File: config.mk
export PLATFORM = sky130hd
export DESIGN_NAME = fft_8_stream_ctrl
export DESIGN_NICKNAME = d
export VERILOG_FILES = /design/src/rtl/fft_pkg.sv /design/src/rtl/fft_8_frame_buf.sv /design/src/rtl/fft_8_stream_ctrl.sv
export SDC_FILE = /design/constraint.sdc
export NUM_CORES = 1
export LEC_CHECK = 0
export BUFFER_PORTS_ARGS = -buffer_cell sky130_fd_sc_hd__buf_2
export CAP_MARGIN = 20
export CORE_MARGIN = 4
export CORE_UTILIZATION = 25
export CTS_BUF_LIST = sky130_fd_sc_hd__clkbuf_8 sky130_fd_sc_hd__clkbuf_16
export DETAILED_ROUTE_END_ITERATION = 10
export PLACE_DENSITY = 0.48
export SLEW_MARGIN = 20
export SYNTH_ARGS = -nofsm -noshare
export SYNTH_HDL_FRONTEND = slang
export SYNTH_SLANG_ARGS = --single-unit
File: constraint.sdc
create_clock -name clk -period 3 [get_ports clk]
set_clock_uncertainty 0.2 [all_clocks]
set_input_delay 0.45 -clock clk [delete_from_list [all_inputs] [get_ports clk]]
set_output_delay 0.45 -clock clk [all_outputs]
set_load 0.01 [all_outputs]
File: src/rtl/fft_pkg.sv
// Shared definitions for the 8-point FFT stream controller and its frame buffers.
package fft_pkg;

    localparam int unsigned FFT_N  = 8;
    localparam int unsigned FFT_DW = 16;

    typedef enum logic [1:0] {
        LOAD,
        START,
        WAIT,
        UNLOAD
    } ctrl_state_t;

    // Bit offset of element idx inside a packed frame of dw-bit elements.
    function automatic int unsigned pack_lsb(input int unsigned idx, input int unsigned dw);
        return idx * dw;
    endfunction

endpackage

File: src/rtl/fft_8_frame_buf.sv
// N-entry complex register file: indexed write, whole-frame parallel load,
// indexed read and a packed read of the full frame.
module fft_8_frame_buf
    import fft_pkg::*;
#(
    parameter int unsigned N  = FFT_N,
    parameter int unsigned DW = FFT_DW,
    localparam int unsigned IW = $clog2(N)
) (
    input  logic              clk,
    input  logic              rst_n,
    input  logic              wr_en_i,
    input  logic [IW-1:0]     wr_idx_i,
    input  logic [DW-1:0]     wr_real_i,
    input  logic [DW-1:0]     wr_imag_i,
    input  logic              ld_en_i,
    input  logic [N*DW-1:0]   ld_real_i,
    input  logic [N*DW-1:0]   ld_imag_i,
    input  logic [IW-1:0]     rd_idx_i,
    output logic [DW-1:0]     rd_real_o,
    output logic [DW-1:0]     rd_imag_o,
    output logic [N*DW-1:0]   pk_real_o,
    output logic [N*DW-1:0]   pk_imag_o
);

    logic [DW-1:0] re_q [N];
    logic [DW-1:0] im_q [N];
    logic [DW-1:0] re_d [N];
    logic [DW-1:0] im_d [N];

    always_comb begin
        for (int k = 0; k < int'(N); k++) begin
            re_d[k] = re_q[k];
            im_d[k] = im_q[k];
            if (ld_en_i) begin
                re_d[k] = ld_real_i[pack_lsb(k, DW) +: DW];
                im_d[k] = ld_imag_i[pack_lsb(k, DW) +: DW];
            end else if (wr_en_i && (wr_idx_i == IW'(k))) begin
                re_d[k] = wr_real_i;
                im_d[k] = wr_imag_i;
            end
        end
    end

    always_ff @(posedge clk or negedge rst_n) begin
        if (!rst_n) begin
            for (int k = 0; k < int'(N); k++) begin
                re_q[k] <= '0;
                im_q[k] <= '0;
            end
        end else begin
            for (int k = 0; k < int'(N); k++) begin
                re_q[k] <= re_d[k];
                im_q[k] <= im_d[k];
            end
        end
    end

    assign rd_real_o = re_q[rd_idx_i];
    assign rd_imag_o = im_q[rd_idx_i];

    for (genvar k = 0; k < N; k++) begin : g_pack
        assign pk_real_o[pack_lsb(k, DW) +: DW] = re_q[k];
        assign pk_imag_o[pack_lsb(k, DW) +: DW] = im_q[k];
    end

endmodule

File: src/rtl/fft_8_stream_ctrl.sv
// Stream sequencer around a parallel 8-point FFT core: collect a frame, launch
// the core under a watchdog, then replay the captured bins on the output stream.
module fft_8_stream_ctrl
    import fft_pkg::*;
#(
    parameter int unsigned N       = FFT_N,
    parameter int unsigned DW      = FFT_DW,
    parameter int unsigned TIMEOUT = 1024
) (
    input  logic              clk,
    input  logic              rst_n,
    input  logic              in_valid_i,
    output logic              in_ready_o,
    input  logic [DW-1:0]     in_real_i,
    input  logic [DW-1:0]     in_imag_i,
    output logic              out_valid_o,
    input  logic              out_ready_i,
    output logic [DW-1:0]     out_real_o,
    output logic [DW-1:0]     out_imag_o,
    output logic              out_last_o,
    output logic              core_start_o,
    output logic [N*DW-1:0]   core_in_real_o,
    output logic [N*DW-1:0]   core_in_imag_o,
    input  logic              core_done_i,
    input  logic [N*DW-1:0]   core_out_real_i,
    input  logic [N*DW-1:0]   core_out_imag_i,
    output logic              busy_o,
    output logic              err_timeout_o,
    output logic [15:0]       frame_cnt_o
);

    localparam int unsigned IW = $clog2(N);
    localparam int unsigned WW = $clog2(TIMEOUT + 1);

    ctrl_state_t   state_q, state_d;
    logic [IW-1:0] wr_idx_q, wr_idx_d;
    logic [IW-1:0] rd_idx_q, rd_idx_d;
    logic [WW-1:0] wdog_q, wdog_d;
    logic          err_q, err_d;
    logic [15:0]   frame_cnt_q, frame_cnt_d;

    logic in_hs, out_hs, in_last, rd_last, wdog_exp, capture;

    logic [DW-1:0] unused_ibuf_rd_real, unused_ibuf_rd_imag;
    logic [N*DW-1:0] unused_obuf_pk_real, unused_obuf_pk_imag;

    assign in_hs    = in_valid_i && in_ready_o;
    assign out_hs   = out_valid_o && out_ready_i;
    assign in_last  = (wr_idx_q == IW'(N - 1));
    assign rd_last  = (rd_idx_q == IW'(N - 1));
    assign wdog_exp = (wdog_q == WW'(TIMEOUT - 1));
    assign capture  = (state_q == WAIT) && core_done_i;

    always_ff @(posedge clk or negedge rst_n) begin
        if (!rst_n) begin
            state_q <= LOAD;
        end else begin
            state_q <= state_d;
        end
    end

    always_comb begin
        state_d = state_q;
        case (state_q)
            LOAD:    if (in_hs && in_last) state_d = START;
            START:   state_d = WAIT;
            // A completion in the final watchdog cycle still counts.
            WAIT:    if (core_done_i) state_d = UNLOAD;
                     else if (wdog_exp) state_d = LOAD;
            UNLOAD:  if (out_hs && rd_last) state_d = LOAD;
            default: state_d = LOAD;
        endcase
    end

    always_comb begin
        in_ready_o   = 1'b0;
        core_start_o = 1'b0;
        out_valid_o  = 1'b0;
        busy_o       = 1'b1;
        case (state_q)
            LOAD: begin
                in_ready_o = 1'b1;
                busy_o     = 1'b0;
            end
            START:   core_start_o = 1'b1;
            UNLOAD:  out_valid_o  = 1'b1;
            default: ;
        endcase
    end

    always_comb begin
        wr_idx_d    = wr_idx_q;
        rd_idx_d    = rd_idx_q;
        wdog_d      = wdog_q;
        err_d       = err_q;
        frame_cnt_d = frame_cnt_q;
        if (in_hs) begin
            wr_idx_d = in_last ? '0 : wr_idx_q + 1'b1;
        end
        if (state_q == START) begin
            wdog_d = '0;
        end else if (state_q == WAIT) begin
            wdog_d = wdog_q + 1'b1;
            if (!core_done_i && wdog_exp) begin
                err_d = 1'b1;
            end
        end
        if (capture) begin
            rd_idx_d = '0;
        end else if (out_hs) begin
            rd_idx_d = rd_last ? '0 : rd_idx_q + 1'b1;
            if (rd_last) begin
                frame_cnt_d = frame_cnt_q + 16'd1;
            end
        end
    end

    always_ff @(posedge clk or negedge rst_n) begin
        if (!rst_n) begin
            wr_idx_q    <= '0;
            rd_idx_q    <= '0;
            wdog_q      <= '0;
            err_q       <= 1'b0;
            frame_cnt_q <= '0;
        end else begin
            wr_idx_q    <= wr_idx_d;
            rd_idx_q    <= rd_idx_d;
            wdog_q      <= wdog_d;
            err_q       <= err_d;
            frame_cnt_q <= frame_cnt_d;
        end
    end

    // Input frame: written only in LOAD, so the core sees a stable frame START..WAIT.
    fft_8_frame_buf #(
        .N  (N),
        .DW (DW)
    ) u_ibuf (
        .clk       (clk),
        .rst_n     (rst_n),
        .wr_en_i   (in_hs),
        .wr_idx_i  (wr_idx_q),
        .wr_real_i (in_real_i),
        .wr_imag_i (in_imag_i),
        .ld_en_i   (1'b0),
        .ld_real_i ('0),
        .ld_imag_i ('0),
        .rd_idx_i  ('0),
        .rd_real_o (unused_ibuf_rd_real),
        .rd_imag_o (unused_ibuf_rd_imag),
        .pk_real_o (core_in_real_o),
        .pk_imag_o (core_in_imag_o)
    );

    fft_8_frame_buf #(
        .N  (N),
        .DW (DW)
    ) u_obuf (
        .clk       (clk),
        .rst_n     (rst_n),
        .wr_en_i   (1'b0),
        .wr_idx_i  ('0),
        .wr_real_i ('0),
        .wr_imag_i ('0),
        .ld_en_i   (capture),
        .ld_real_i (core_out_real_i),
        .ld_imag_i (core_out_imag_i),
        .rd_idx_i  (rd_idx_q),
        .rd_real_o (out_real_o),
        .rd_imag_o (out_imag_o),
        .pk_real_o (unused_obuf_pk_real),
        .pk_imag_o (unused_obuf_pk_imag)
    );

    assign out_last_o    = out_valid_o && rd_last;
    assign err_timeout_o = err_q;
    assign frame_cnt_o   = frame_cnt_q;

endmodule
==> summary.txt, run 1 <==
================================================================================
Outcome                                                             finished with violations
Violated checks                                                     negative setup slack
Placed Area                                                          27500 sq um
Critical path fanouts, max                                                     5
Total length of routed met2 wires                                       34300 um
Chip Width                                                                310 um
Layout Area Growth over Synthesis                                          44.8%
Number of enable flip-flop cells after synthesis                               0
Leading cell types in the layout, fill and taps excluded            582 x sky130_fd_sc_hd__buf_2, 545 x sky130_fd_sc_hd__dfrtp_1, 317 x sky130_fd_sc_hd__mux2_2
Net Count, Synth                                                            1691
Final layout net count                                                      2632
Max Cap Violations                                                             0
Sequential-to-total area share from yosys stat                             60.3%
Delay of the slowest cell on the worst path                              0.62 ns
Critical path endpoint category                                       output pin
Detailed-placement wirelength estimate                                  51600 um
Total overflow reported by the global router                                   0
Number of pins with negative max-slew slack in the final report                0
Final design instance area without fill                              32900 sq um
Unrepaired setup endpoints after global routing                              yes
Post-Route WL                                                           73300 um
Worst slew pin tran                                                     0.787 ns
Top Metal Used                                                              met5
Path type of the worst setup path                                     reg -> out
Vias per inst                                                               4.32
Per-instance average area after synthesis                             16.4 sq um
Max IR drop VDD                                                           566 uV
Final-report hold violation count                                              0
Sinks on Clock Net                                                           548
Violation count after the first detailed-route iteration                     581
Startpoint kind of the worst setup timing path                         flip-flop
CTS Buffer Depth                                                               3
Post-route fraction of the period consumed by the critical path             102%
Initial Util                                                               25.2%
Cell family with the largest share of critical-path delay           multiplexers
Worst-case setup margin in the final layout                           -0.0523 ns
Routed wire length per instance                                          20.7 um
Worst path required time                                                 2.35 ns
Total of warnings raised by yosys                                              0
Total track usage                                                          14.9%
Clock insertion delay at the later pin of the skew report                0.59 ns
Overall die area                                                     95800 sq um
Commonest non-fill, non-tap cell in the layout                      sky130_fd_sc_hd__buf_2
Share of synthesized registers carrying an async set or reset               100%
Ratio of cells with drive above 1 in the final layout                      49.2%
Flip-flop and latch count after synthesis                                    548
Number of buffers added on ports                                             602
Slew margin rel.                                                           47.5%
Count of mapped cells out of synthesis                                      1383
Pwr/cell area                                                        983 nW/um^2
Iteration count of the initial detailed-routing pass                           4
Number of global-route vias before repair                                  17200
Number of placed cells counting well taps                                   3139
Number of placement rows                                                     110
Antenna violation net count after detailed routing                             0
Minimum clock period                                                     3.05 ns
Global placement routability congestion                                    0.791
TritonCTS clock tree                                                        done
Standard cell core area                                              90100 sq um
Distinct cells, synth                                                         40
Chip Height                                                               310 um
TritonCTS Buffers                                                             67
Final standard cell utilization of the core                                36.5%
Worst-path cell chain                                               buf_12 -> buf_8 -> mux4_4 -> mux2_4 -> buf_6
Post-layout instance count excluding filler cells                           3547
Routed metal-1 wirelength                                               32300 um
Post-route DRC                                                                 0
Pin count of the biggest net entering global routing                          72
Number of buffers and inverters on the critical path                           3
Worst min-delay path class                                             in -> reg
Data arrival at the endpoint of the critical path                        2.40 ns
Setup_tns                                                              -0.217 ns
Number of antenna violations at the first check in global routing             10
Max Fclk                                                                 328 MHz
Post-Syn Area                                                        22700 sq um
Most used flip-flop cell after synthesis                            sky130_fd_sc_hd__dfrtp_1
First-pass GRT wire length                                             109000 um
Number of I/O pins                                                           603
Total of endpoints with negative setup slack in the final report               6
Leakage Power                                                          0.0156 uW
Clock root cell                                                     sky130_fd_sc_hd__clkbuf_16
Routed via count                                                           15300
Worst-path clk slew                                                      0.06 ns
Slowest cell on crit path                                           sky130_fd_sc_hd__mux4_4
Met3 routed WL                                                           5130 um
H-tree levels                                                                  3
================================================================================
[final cells by class]
| class | instances | area (sq um) |
|---|---|---|
| fill | 8632 | 57200 |
| sequential | 548 | 13700 |
| multi-input combinational | 749 | 8620 |
| timing repair buffer | 948 | 6890 |
| clock buffer | 76 | 1810 |
| tap | 1176 | 1470 |
| clock inverter | 34 | 363 |
| inverter | 10 | 37.5 |
| antenna | 6 | 15.0 |
[final timing paths]
kind                                    start                    end  slack (ns)  cells after the start
worst max-delay path              rd_idx_q[0]          out_imag_o[2]       -0.05                      5
worst max register to register     state_q[1]   u_ibuf.pk_imag_o[30]        0.56                      7
max in group asynchronous               rst_n  u_ibuf.pk_imag_o[101]        1.45                      3
worst min register to register  err_timeout_o          err_timeout_o        0.28                      2
min in group asynchronous               rst_n   u_obuf.pk_imag_o[80]        0.28                      2
worst min-delay path            in_real_i[13]  u_ibuf.pk_real_o[109]        0.05                      2
[through the flow]
stage | setup WS (ns) | total power (uW) | hold WS (ns)
global placement | 0.383 | 23400 | 0.260
global route | -0.150 | 34300 | 0.0365
detailed placement | 0.367 | 23700 | 0.260
finish | -0.0523 | 32400 | 0.0466
CTS | -0.129 | 32900 | 0.0114
floorplan | 0.832 | 19000 | -0.0456
[flip-flops by register name (all words and copies together), names as in the netlist]
register          flops
err_timeout_o         1
frame_cnt_o          16
rd_idx_q              3
state_q               2
u_ibuf.pk_imag_o    128
u_ibuf.pk_real_o    128
u_obuf.pk_imag_o    128
u_obuf.pk_real_o    128
wdog_q               11
wr_idx_q              3
[what timing repair did]
| action | in CTS | in global routing |
|---|---|---|
| gates resized for setup | 44 | 15 |
| endpoints found under the setup margin | 31 | 30 |
| cloned | 2 | 0 |
| setup buffers | 8 | 0 |
| hold endpoints to repair | 496 | 0 |
| hold buffers | 283 | 0 |
[where the power goes]
part | switching, uW | internal (uW) | total [uW]
Sequential | 1820 | 10800 | 12600
Combinational | 5160 | 6670 | 11800
Clock | 3220 | 4770 | 7990
Total | 10200 | 22200 | 32400
[routing by layer]
layer  vias up  track usage (%)
met3        97             4.43
met5         -                0
li1       6946                -
met4         6             3.94
met2       467             24.5
met1      7809             19.3
[kinds of logic after synthesis]
kind of cell | count (synthesis) | share of synthesized area [%]
buffers and inverters | 86 | 2.03
AOI/OAI and AO/OA | 17 | 0.440
muxes | 613 | 33.6
adders and majority gates | 15 | 0.825
xor gates and xnor gates | 20 | 0.770
and+or+nand+nor | 84 | 2.01
DFF | 548 | 60.3
[Yosys cell counts (all sizes together), types with 7 or more instances]
library cell / number / area (sq um)
a21oi: 7 / 35.0
buf: 64 / 374
clkbuf: 11 / 41.3
dfrtp: 548 / 13700
ha: 15 / 188
inv: 10 / 37.5
mux2: 549 / 6180
mux4: 64 / 1460
nand2: 13 / 48.8
nand3: 16 / 80.1
nand4: 10 / 62.6
nor2: 13 / 51.3
nor3: 9 / 55.1
xnor2: 13 / 114
xor2: 7 / 61.3
Note: power is estimated with default switching activity, not from simulation.
==> run 2: changes to the inputs <==
ABC_AREA = 1   (was unset)
==> summary.txt, run 2 <==
================================================================================
Slew margin rel.                                                           51.1%
Total track usage                                                          18.1%
Post-Syn Area                                                        23000 sq um
Area leader, netlist                                                sky130_fd_sc_hd__dfrtp_1
Most used flip-flop cell after synthesis                            sky130_fd_sc_hd__dfrtp_1
Number of pins with negative max-slew slack in the final report                0
Worst min-delay path class                                             in -> reg
Vias per inst                                                               4.39
Pin count of the biggest net entering global routing                         134
Detailed-placement wirelength estimate                                  63000 um
Terminating pin of the worst hold path                              u_obuf.pk_real_o[81]
Endpoint of the worst register-to-register path                     u_ibuf.pk_imag_o[11]
Number of antenna violations at the first check in global routing              5
Final-report hold violation count                                              0
Hold slack final                                                       0.0322 ns
Max Cap Violations                                                             0
Max Fclk                                                                 340 MHz
Critical path fanouts, max                                                    15
Data arrival at the endpoint of the critical path                        2.29 ns
Number of I/O pins                                                           603
Number of buffers added on ports                                             602
Worst slack after detailed placement                                    0.375 ns
Antenna violation net count after detailed routing                             0
Synth top cells by count                                            1115 x sky130_fd_sc_hd__nand2_1, 548 x sky130_fd_sc_hd__dfrtp_1, 319 x sky130_fd_sc_hd__nor2_1
Internal power contribution                                             20600 uW
Flip-flop and latch count after synthesis                                    548
Cell depth of the worst hold path                                              3
Most frequent cell after synthesis                                  sky130_fd_sc_hd__nand2_1
Post-layout instance count excluding filler cells                           4818
Worst min-delay path startpoint                                     core_out_real_i[81]
Post-route fraction of the period consumed by the critical path            98.0%
Total of warnings raised by yosys                                              0
Top cells by area in the synthesized netlist                        sky130_fd_sc_hd__dfrtp_1 60%, sky130_fd_sc_hd__nand2_1 18%, sky130_fd_sc_hd__o21ai_0 6.9%
Outcome                                                             finished clean
Standard cell core area                                              91500 sq um
Delay of the slowest cell on the worst path                              0.57 ns
Count of mapped cells out of synthesis                                      2743
Layout Area Growth over Synthesis                                          42.0%
Max IR drop VDD                                                           605 uV
Leading cell types in the layout, fill and taps excluded            1115 x sky130_fd_sc_hd__nand2_1, 601 x sky130_fd_sc_hd__buf_2, 545 x sky130_fd_sc_hd__dfrtp_1
Path type of the worst setup path                                     reg -> out
Worst-path cell chain                                               buf_4 -> clkbuf_16 -> o21ai_0 -> o21ai_1 -> nand2_1 -> nand2_1 -> buf_2
Setup_tns                                                                   0 ns
Worst-case setup margin in the final layout                            0.0611 ns
Critical path endpoint category                                       output pin
Proportion of power drawn by flip-flops and latches                        37.4%
Top-area cell type share of the netlist area                               59.6%
Post-Route WL                                                           91400 um
Worst r2r path cells                                                           6
Total overflow reported by the global router                                   0
Reg2Reg Launch Point                                                  state_q[0]
Commonest non-fill, non-tap cell in the layout                      sky130_fd_sc_hd__nand2_1
Minimum clock period                                                     2.94 ns
Routed wire length per instance                                          19.0 um
Cell family with the largest share of critical-path delay             flip-flops
Iteration count of the initial detailed-routing pass                           7
Unrepaired setup endpoints after global routing                               no
Clock insertion delay at the later pin of the skew report                0.61 ns
Worst slew pin tran                                                     0.734 ns
First-pass GRT wire length                                             137000 um
Number of placed cells counting well taps                                   4421
Clock Power Share                                                          25.7%
Number of enable flip-flop cells after synthesis                               0
Worst-path clk slew                                                      0.06 ns
Violation count after the first detailed-route iteration                    1494
Total of endpoints with negative setup slack in the final report               0
Worst path required time                                                 2.35 ns
Leakage Power                                                          0.0169 uW
Critical Path Most Common Cell                                      sky130_fd_sc_hd__nand2_1
Sequential-to-total area share from yosys stat                             59.6%
Fraction of power consumed by combinational cells                          36.9%
Slowest cell on crit path                                           sky130_fd_sc_hd__dfrtp_4
Share of synthesized registers carrying an async set or reset               100%
Global placement routability congestion                                    0.803
Number of placement rows                                                     111
Final layout net count                                                      3889
Initial Util                                                               25.1%
Number of buffers and inverters on the critical path                           3
Net Count, Synth                                                            3051
Clock root cell                                                     sky130_fd_sc_hd__clkbuf_16
Per-instance average area after synthesis                             8.39 sq um
Routed via count                                                           21200
TritonCTS clock tree                                                        done
H-tree levels                                                                  3
Ratio of cells with drive above 1 in the final layout                      21.7%
Number of global-route vias before repair                                  21800
TritonCTS Buffers                                                             68
CTS Buffer Depth                                                               3
Overall die area                                                     97000 sq um
Chip Width                                                                311 um
Chip Height                                                               311 um
Psw                                                                     13300 uW
Distinct cells, synth                                                         32
Startpoint kind of the worst setup timing path                         flip-flop
Switching part of the total power                                          39.2%
Post-route DRC                                                                 0
Pwr/cell area                                                       1040 nW/um^2
Reg2reg setup slack                                                      0.52 ns
Sinks on Clock Net                                                           548
================================================================================
==> run 2: area by class of cell <==
type,instances,area (sq um)
Fill cell,9437,58800
Sequential cell,548,13700
Multi-Input combinational cell,1966,8300
Timing Repair Buffer,924,6490
Clock buffer,79,1850
Tap cell,1186,1480
Clock inverter,36,520
Inverter,72,293
Antenna cell,6,15.0
Timing Repair inverter,1,8.76
==> run 2: per-layer routing <==
layer | vias to the layer above | share of wire [%] | track usage (%)
li1 | 10300 | - | -
met1 | 10000 | 42 | 22.5
met2 | 623 | 47 | 29.7
met3 | 184 | 6.4 | 4.64
met4 | 0 | 4.7 | 8.22
met5 | - | 0 | 0
==> run 2: worst max path at each step <==
stage                      startpoint              to  slack [ns]  cells past startpoint
final                     rd_idx_q[0]  out_imag_o[10]        0.06                      7
after CTS                 rd_idx_q[0]  out_imag_o[12]        0.01                      8
after global placement    rd_idx_q[1]   out_real_o[7]        0.37                      6
after floorplan           rd_idx_q[0]   out_real_o[0]        1.12                      7
after detailed placement  rd_idx_q[1]   out_real_o[7]        0.38                      6
after global routing      rd_idx_q[0]   out_real_o[4]       0.009                      9
==> run 2: timing repair <==
item | in CTS | in global routing
endpoints found under the setup margin | 27 | 18
gates resized for setup | 6 | 11
buffers inserted | 1 | 5
hold buffers | 265 | 0
pin swaps | 0 | 0
gates cloned | 0 | 5
hold endpoints to repair | 362 | 0
==> run 2: power by group through the flow <==
stage	Sequential (uW)	Combinational [uW]	Clock, uW
2_1_floorplan	12900	6090	0
3_3_place_gp	12700	11900	0
3_5_place_dp	12700	12000	0
4_1_cts	12600	12400	8950
5_1_grt	13000	14000	9250
6_report	12600	12500	8710
==> run 2: per-stage QoR <==
stage / util [%] / cell area (sq um) / total power, uW
after CTS: 35.5 / 32500 / 33900
final: 35.7 / 32700 / 33800
after global routing: 35.7 / 32700 / 36300
after detailed placement: 30.0 / 27400 / 24700
after global placement: 30.0 / 27400 / 24600
after floorplan: - / 23000 / 19000
==> run 2: worst min-delay path, stage by stage <==
cell and delay (ns):
sky130_fd_sc_hd__buf_2 0.11, sky130_fd_sc_hd__nand2_1 0.15, sky130_fd_sc_hd__nand2_1 0.10
==> run 2: cell families after synthesis <==
| family | after synthesis | share of synthesized area [%] |
|---|---|---|
| AOI/OAI and AO/OA | 474 | 10.4 |
| and+or+nand+nor | 1469 | 24.5 |
| xor gates and xnor gates | 8 | 0.304 |
| buffers and inverters | 229 | 4.44 |
| adders and majority gates | 15 | 0.816 |
| DFF | 548 | 59.6 |
